File: config.mk
export PLATFORM = sky130hd
export DESIGN_NAME = rr_decoder_arbiter
export DESIGN_NICKNAME = d
export VERILOG_FILES = /design/src/rtl/rr_decoder_arbiter.sv
export SDC_FILE = /design/constraint.sdc
export NUM_CORES = 1
export LEC_CHECK = 0
export ABC_AREA = 0
export BUFFER_PORTS_ARGS = -buffer_cell sky130_fd_sc_hd__buf_4
export CORE_MARGIN = 4
export CORE_UTILIZATION = 55
export DETAILED_ROUTE_END_ITERATION = 8
export HOLD_SLACK_MARGIN = 0.03
export PLACE_DENSITY = 0.88
export SYNTH_ARGS = -nofsm -noshare
export SYNTH_HDL_FRONTEND = slang
export SYNTH_SLANG_ARGS = --single-unit
export TNS_END_PERCENT = 50
File: constraint.sdc
create_clock -name clk -period 3.4 [get_ports clk]
set_input_delay 0.85 -clock clk [delete_from_list [all_inputs] [get_ports clk]]
set_output_delay 0.85 -clock clk [all_outputs]
set_load 0.01 [all_outputs]
File: src/rtl/rr_decoder_arbiter.sv
`timescale 1ns/1ps
// -----------------------------------------------------------------------------
// rr_decoder_arbiter
//
// Round-robin arbiter that shares one 2-to-4 decoder between four requesters.
// Each grant has a bounded tenure of MAX_HOLD cycles. Every grant is followed by
// a one-cycle dead gap, so two decoder outputs are never active back to back.
//
// Ports:
//   clk       in   1  system clock, rising edge
//   reset     in   1  synchronous, active-high reset
//   request   in   4  request[i] high = requester i wants the decoder
//   address0  out  1  decoder address LSB (owner[0])
//   address1  out  1  decoder address MSB (owner[1])
//   enable    out  1  decoder enable, high only while a grant is active
//   grant     out  4  one-hot owner, 0000 when enable is low
//   busy      out  1  same as enable
//   timeout   out  1  one-cycle pulse in the gap after a MAX_HOLD forced release
//
// All outputs are registered; there is no combinational path from request.
// -----------------------------------------------------------------------------
module rr_decoder_arbiter #(
  parameter int MAX_HOLD = 8,  // legal range 1..2**CNT_W
  parameter int CNT_W    = 4
) (
  input  logic       clk,
  input  logic       reset,
  input  logic [3:0] request,
  output logic       address0,
  output logic       address1,
  output logic       enable,
  output logic [3:0] grant,
  output logic       busy,
  output logic       timeout
);

  typedef enum logic [1:0] {
    IDLE  = 2'd0,
    GRANT = 2'd1,
    GAP   = 2'd2
  } state_t;

  // Last count value of a tenure; count runs 0..LAST so it never wraps.
  localparam logic [CNT_W-1:0] LAST = CNT_W'(MAX_HOLD - 1);

  state_t           state, state_n;
  logic [1:0]       ptr, ptr_n;
  logic [1:0]       owner, owner_n;
  logic [CNT_W-1:0] count, count_n;
  logic             timeout_n;

  // First asserted request scanning start, start+1, ... (mod 4).
  function automatic logic [1:0] pick(input logic [3:0] req, input logic [1:0] start);
    logic [1:0] idx;
    logic       found;
    pick  = start;
    found = 1'b0;
    for (int i = 0; i < 4; i++) begin
      idx = start + 2'(i);
      if (!found && req[idx]) begin
        pick  = idx;
        found = 1'b1;
      end
    end
  endfunction

  always_comb begin
    // NOTE: every variable gets a default before the case so no path leaves it
    // unassigned; otherwise synthesis infers a latch.
    state_n   = state;
    ptr_n     = ptr;
    owner_n   = owner;
    count_n   = count;
    timeout_n = 1'b0;

    unique case (state)
      IDLE, GAP: begin
        if (|request) begin
          owner_n = pick(request, ptr);
          count_n = '0;
          state_n = GRANT;
        end else begin
          state_n = IDLE;
        end
      end

      GRANT: begin
        // A voluntary drop wins over the tenure limit on the same edge.
        if (!request[owner]) begin
          state_n = GAP;
          ptr_n   = owner + 2'd1;
        end else if (count == LAST) begin
          state_n   = GAP;
          ptr_n     = owner + 2'd1;
          timeout_n = 1'b1;
        end else begin
          count_n = count + 1'b1;
        end
      end

      default: state_n = IDLE;
    endcase
  end

  // Outputs are registered from the next-state values, so they line up with the
  // state they describe in the cycle after the edge.
  always_ff @(posedge clk) begin
    if (reset) begin
      // NOTE: sequential state uses non-blocking assignments so every flop
      // samples the pre-edge values regardless of statement order.
      state    <= IDLE;
      ptr      <= 2'd0;
      owner    <= 2'd0;
      count    <= '0;
      enable   <= 1'b0;
      busy     <= 1'b0;
      address0 <= 1'b0;
      address1 <= 1'b0;
      grant    <= 4'b0000;
      timeout  <= 1'b0;
    end else begin
      state    <= state_n;
      ptr      <= ptr_n;
      owner    <= owner_n;
      count    <= count_n;
      enable   <= (state_n == GRANT);
      busy     <= (state_n == GRANT);
      // Address follows owner, which holds its value outside GRANT.
      address0 <= owner_n[0];
      address1 <= owner_n[1];
      grant    <= (state_n == GRANT) ? (4'b0001 << owner_n) : 4'b0000;
      timeout  <= timeout_n;
    end
  end

endmodule

## After elaboration in Yosys (flattened, before gate mapping)

Index checks and enable logic that the tools add are counted.

| word-level totals | value |
|---|---|
| bits of input ports | 6 |
| output and inout bits | 9 |
| register bits after elaboration | 18 |
| word-level logic and storage cells | 80 |

| operators by class | value |
|---|---|
| equal/unequal tests | 8 |
| shifts and indexed selects | 1 |
| multiplexer cells | 35 |
| reduce and logical (&&, ||, !) cells | 14 |
| $lt $le $gt $ge | 5 |
| add/subtract/negate cells | 5 |
| bitwise logic cells | 3 |

Operator list:

| cell | count |
|---|---|
| 2-to-1 mux 2 bit | 9 |
| 2-to-1 mux 1 bit | 16 |
| < comparator 2 x 3 -> 1 bit (second input constant) | 5 |
| 2-to-1 mux 4 bit | 3 |
| binary-select mux 1 bit (select 2 bit) | 5 |
| one-hot mux 4 bit (2 select lines) | 1 |
| inequality test 2 bit (second input constant) | 3 |
| adder 2 x 1 -> 2 bit (second input constant) | 2 |
| adder 2 bit (second input constant) | 2 |
| adder 4 x 1 -> 4 bit (second input constant) | 1 |
| equality test 2 x 1 -> 1 bit (second input constant) | 2 |
| equality test 4 x 3 -> 1 bit (second input constant) | 1 |
| one-hot mux 2 bit (2 select lines) | 1 |
| AND reduction 4 bit | 1 |
| OR reduction 2 bit | 2 |
| OR reduction 4 bit | 1 |
| left shift 1 x 2 -> 4 bit (first input constant) | 1 |
| logical AND 1 bit | 3 |
| zero test 1 bit | 3 |
| NOT 1 bit | 3 |
| OR reduction 3 bit | 1 |
| equality test 2 bit (second input constant) | 1 |
| zero test 2 bit | 1 |
| inequality test 2 x 1 -> 1 bit (second input constant) | 1 |
| 2 further kinds | 2 |

## Logic depth before layout (Yosys ltp)

| logic depth | value |
|---|---|
| word-level depth | 21 |
| mapped depth | 6 |

## Worst setup path after synthesis

OpenSTA, ideal clock, no wires.

| path | value |
|---|---|
| path type | input to register |
| start point | input request[0] |
| end point | register ptr[1] |
| stages | 4 |
| buffers on the path | 0 |
| setup slack | 1490 ps |
| data arrival time | 1824 ps |
| cells stage by stage | mux2_4 -> or2_0 -> a211o_1 -> a211oi_1 |

| on the way | value |
|---|---|
| longest elaborated chain between the ends | 4 |
| elaborated cells between the ends (all ways) | 5 |

RTL lines:

| what | RTL line | RTL |
|---|---|---|
| from (decl) | 28 | `input logic [3:0] request,` |
| binary-select mux 1 bit (select 2 bit) (*) | 89 | `if (!request[owner]) begin` |
| 2-to-1 mux 1 bit (implied by the code) (*) | 89 |  |
| inequality test 2 x 1 -> 1 bit (no source line) | - |  |
| AND reduction 2 bit (no source line) | - |  |
| to (signal assigned) | 123 | `ptr <= ptr_n;` |
| to (decl) | 47 | `logic [1:0] ptr, ptr_n;` |

Every way passes the cells marked *; elsewhere a longest branch is shown, timed or not. The select of a mux whose other input is x is not followed.
A chain may end at the register's enable or synchronous reset.

## Worst setup path after layout

| path | value |
|---|---|
| start point | input request[0] |
| end point | register grant[2] |

| on the way | value |
|---|---|
| longest elaborated chain between the ends | 21 |
| elaborated cells between the ends (all ways) | 38 |

RTL lines:

| what | RTL line | RTL |
|---|---|---|
| binary-select mux 1 bit (select 2 bit) | 60 | `if (!found && req[idx]) begin` |
| 2-to-1 mux 1 bit (implied by the code) | 60 |  |
| 2-to-1 mux 1 bit | 60 |  |
| 2-to-1 mux 1 bit | 78 | `if (\|request) begin` |
| 2-to-1 mux 1 bit | 76 | `unique case (state)` |
| zero test 1 bit | 60 |  |
| logical AND 1 bit | 60 |  |
| 2-to-1 mux 1 bit | 60 |  |
| (+5 left out) | - |  |
| 2-to-1 mux 1 bit | 78 |  |
| 2-to-1 mux 1 bit | 76 |  |
| zero test 1 bit | 60 |  |
| logical AND 1 bit | 60 |  |
| 2-to-1 mux 2 bit | 60 |  |
| 2-to-1 mux 2 bit | 78 |  |
| 2-to-1 mux 2 bit | 76 |  |
| left shift 1 x 2 -> 4 bit | 131 | `grant <= (state_n == GRANT) ? (4'b0001 << owner_n) : 4'b0000;` |
| to (signal assigned) | 131 |  |
| to (decl) | 32 | `output logic [3:0] grant,` |

Parallel ways exist; a longest one is shown, timed or not. The select of a mux whose other input is x is not followed.

==> reports/results.txt <==
Status = complete, no violations
Synth top area share = 43.5%
CP required = 3.59 ns
CP max FO = 6
Mapped Avg Cell Area = 8.76 um2
Multi-input logic area = 374 um2
Clock share of power = 30.4%
RePlAce Congestion = 0.798
Fin crit period = 1.89 ns
CTS tree = yes
Critical Path AT = 2.08 ns
Fmax = 530 MHz
Antenna Nets Post-Route = 0
Die Ht = 44.6 um
Pint = 302 uW
Layout Skew = 0.000651 ns
Critical path type = in2reg
Post-CTS setup buffer count = 0
Hold Vio Cnt, Final = 0
PD cells = 473 nW/um2
Met1 usage = 22.0%
Die W = 44.6 um
Synth Instances = 84
Initial Utilization = 62.0%
Global-route track usage on met2 = 27.2%
Post-placement cell area = 847 um2
Met3 GRT Util = 7.32%
Share of cells above drive strength 1 = 19.0%
Iteration-0 DRC Markers = 15
DP HPWL = 1190 um
Sw Pwr = 115 uW
Register bit total from synthesis = 16
Number of gates resized after cts = 0
Pre-antenna DRT Iters = 4
DR vias = 652
Max-cap violations = 0
Post-synth top area cell = dfxtp_1
Final WL = 1570 um
HP Class = reg2reg
Max clock buf depth = 2
# diodes = 0
CTS sink cnt = 16
Ratio of final minimum period to clock period = 55.5%
Wirelength per Cell = 13.8 um
RSZ-0062 raised after global routing = false
Post-CTS Hold Buffers = 0
IO Pins = 15
Final setup fails = 0
Total Routing Usage GR = 18.1%
Sequential Area = 320 um2
Combinational group share of total power = 18.8%
Lkg Pwr = 0.000395 uW
Worst slew pin tran = 0.427 ns
DIE AREA = 1990 um2
CP Launch Type = input pin
Floorplan row count = 12
Core box area = 1190 um2
DRC viols = 0
Drt via density = 5.72
Mapped Area = 736 um2
Port Buf Inserts = 14
Sequential area share after synthesis = 43.5%
Sw frac = 27.6%
Seq pwr share = 50.8%
Worst slew margin = 71.2%
Final Instance Area = 883 um2
Syn-to-layout area delta = 20.1%
Final net count = 108
Fillers = 96
Pin count of the biggest net entering global routing = 10
First-pass GRT wire length = 2600 um
H-Tree Depth = 1
Dominant cells by area after synthesis = dfxtp_1 (44%), inv_1 (4.1%), a21oi_1 (3.4%)
Syn Nets = 91
Nature of the critical path endpoint = register
Clock latency on the worst-skew pair = 0.28 ns
Grt ovf = 0
Synth unique cells = 32
Vias in the first global route = 613
Global routing's busiest layer = met2
Initial antenna violation count = 0
Final Slew Violations = 0
Synth warn = 0
Clk slew on worst S/H paths = 0.10 ns
VDD IR max = 0.301 mV
Setup_tns = 0 ns
TritonCTS Buffers = 3
Root buf cell = clkbuf_4
-- layer usage --
layer  wire length [um]  vias to the layer above  part of all wire [%]
met5                  0                        -                     0
met4                 10                        0                  0.64
met3                 93                        2                   5.9
met2                728                       19                    46
met1                740                      298                    47
li1                   -                      333                     -
-- final timing paths --
kind | from | endpoint | slack, ns | cells after the start
worst max-delay path | request[0] | grant[2]$_SDFF_PP0_ | 1.51 | 7
worst min-delay path | ptr[0]$_SDFFE_PP0P_ | ptr[0]$_SDFFE_PP0P_ | 0.54 | 2
worst max register to register | address1$_SDFF_PP0_ | grant[2]$_SDFF_PP0_ | 1.66 | 6
worst min register to register | ptr[0]$_SDFFE_PP0P_ | ptr[0]$_SDFFE_PP0P_ | 0.54 | 2
-- flip-flops by register name, indices dropped and copies added, names as in the netlist --
register and flops:
owner 1, timeout 1, busy 1, address1 1, count 4, ptr 2
grant 4, state 2
-- synth_stat cells --
master     number
ha_1            1
nand3b_1        2
a221oi_1        1
and3_1          2
nor2_1          6
o22ai_1         1
a211o_1         1
nor3b_1         3
dfxtp_1        16
nand3_1         2
a21o_1          1
inv_1           8
nand2_1         5
mux2_4          1
a21oi_1         5
xor2_1          2
a2bb2oi_1       2
xnor2_1         1
a22oi_1         1
or2_0           1
buf_4           1
a211oi_1        1
o31ai_1         1
o2bb2ai_1       1
and2_1          2
nor3_1          5
and3b_1         1
buf_1           1
a31oi_1         1
a221o_1         1
o21ai_0         5
mux2i_1         2
-- cells in the final DEF (no fill, tap or decap), types with 2 or more instances in the layout --
cell / count
mux2i_1: 2
nor3b_1: 3
nand3_1: 2
inv_1: 8
and3_1: 2
nor3_1: 5
buf_4: 14
nand3b_1: 2
and2_1: 2
a2bb2oi_1: 2
clkbuf_4: 3
a21oi_1: 5
o21ai_0: 5
dfxtp_1: 16
nor2_1: 6
xor2_1: 2
nand2_1: 5
-- cell families after synthesis --
family / count (synthesis) / share of synthesized area, %
flip-flops: 16 / 43.5
AO/OA/AOI/OAI: 22 / 19.9
adder cells (fa/ha/maj): 1 / 1.70
XOR/XNOR: 3 / 3.57
buffers and inverters: 10 / 5.61
AND/OR/NAND/NOR: 29 / 20.9
multiplexers: 3 / 4.76
-- stage by stage --
step | power [uW] | hold slack [ns] | std cells | utilization, % | setup WS [ns]
floorplan | 264 | 0.480 | 84 | - | 1.49
global placement | 291 | 0.515 | 110 | 71.4 | 1.26
finish | 418 | 0.535 | 114 | 74.5 | 1.51
CTS | 419 | 0.544 | 114 | 74.5 | 1.54
global route | 441 | 0.573 | 114 | 74.5 | 1.40
detailed placement | 294 | 0.529 | 110 | 71.4 | 1.24
-- critical path, cell delays in order --
cell	delay, ns
buf_4	0.13
mux2_4	0.29
a2bb2oi_1	0.25
o21ai_0	0.17
nand2_1	0.17
inv_1	0.07
and3_1	0.15
-- final cells by class --
type | instances | share of cell area (%)
clock buffer | 4 | 4.11
inverter | 8 | 3.40
multi-input combinational | 58 | 42.4
sequential | 16 | 36.3
tap | 14 | 1.98
timing repair buffer | 14 | 11.9
-- power groups by stage --
stage / clock network (uW) / registers [uW] / logic, uW
after floorplan: 0 / 217 / 47.6
after global placement: 0 / 215 / 75.7
after detailed placement: 0 / 216 / 78.2
after CTS: 128 / 212 / 78.8
after global routing: 140 / 213 / 87.9
final: 127 / 212 / 78.5
Note: power is estimated with default switching activity, not from simulation.
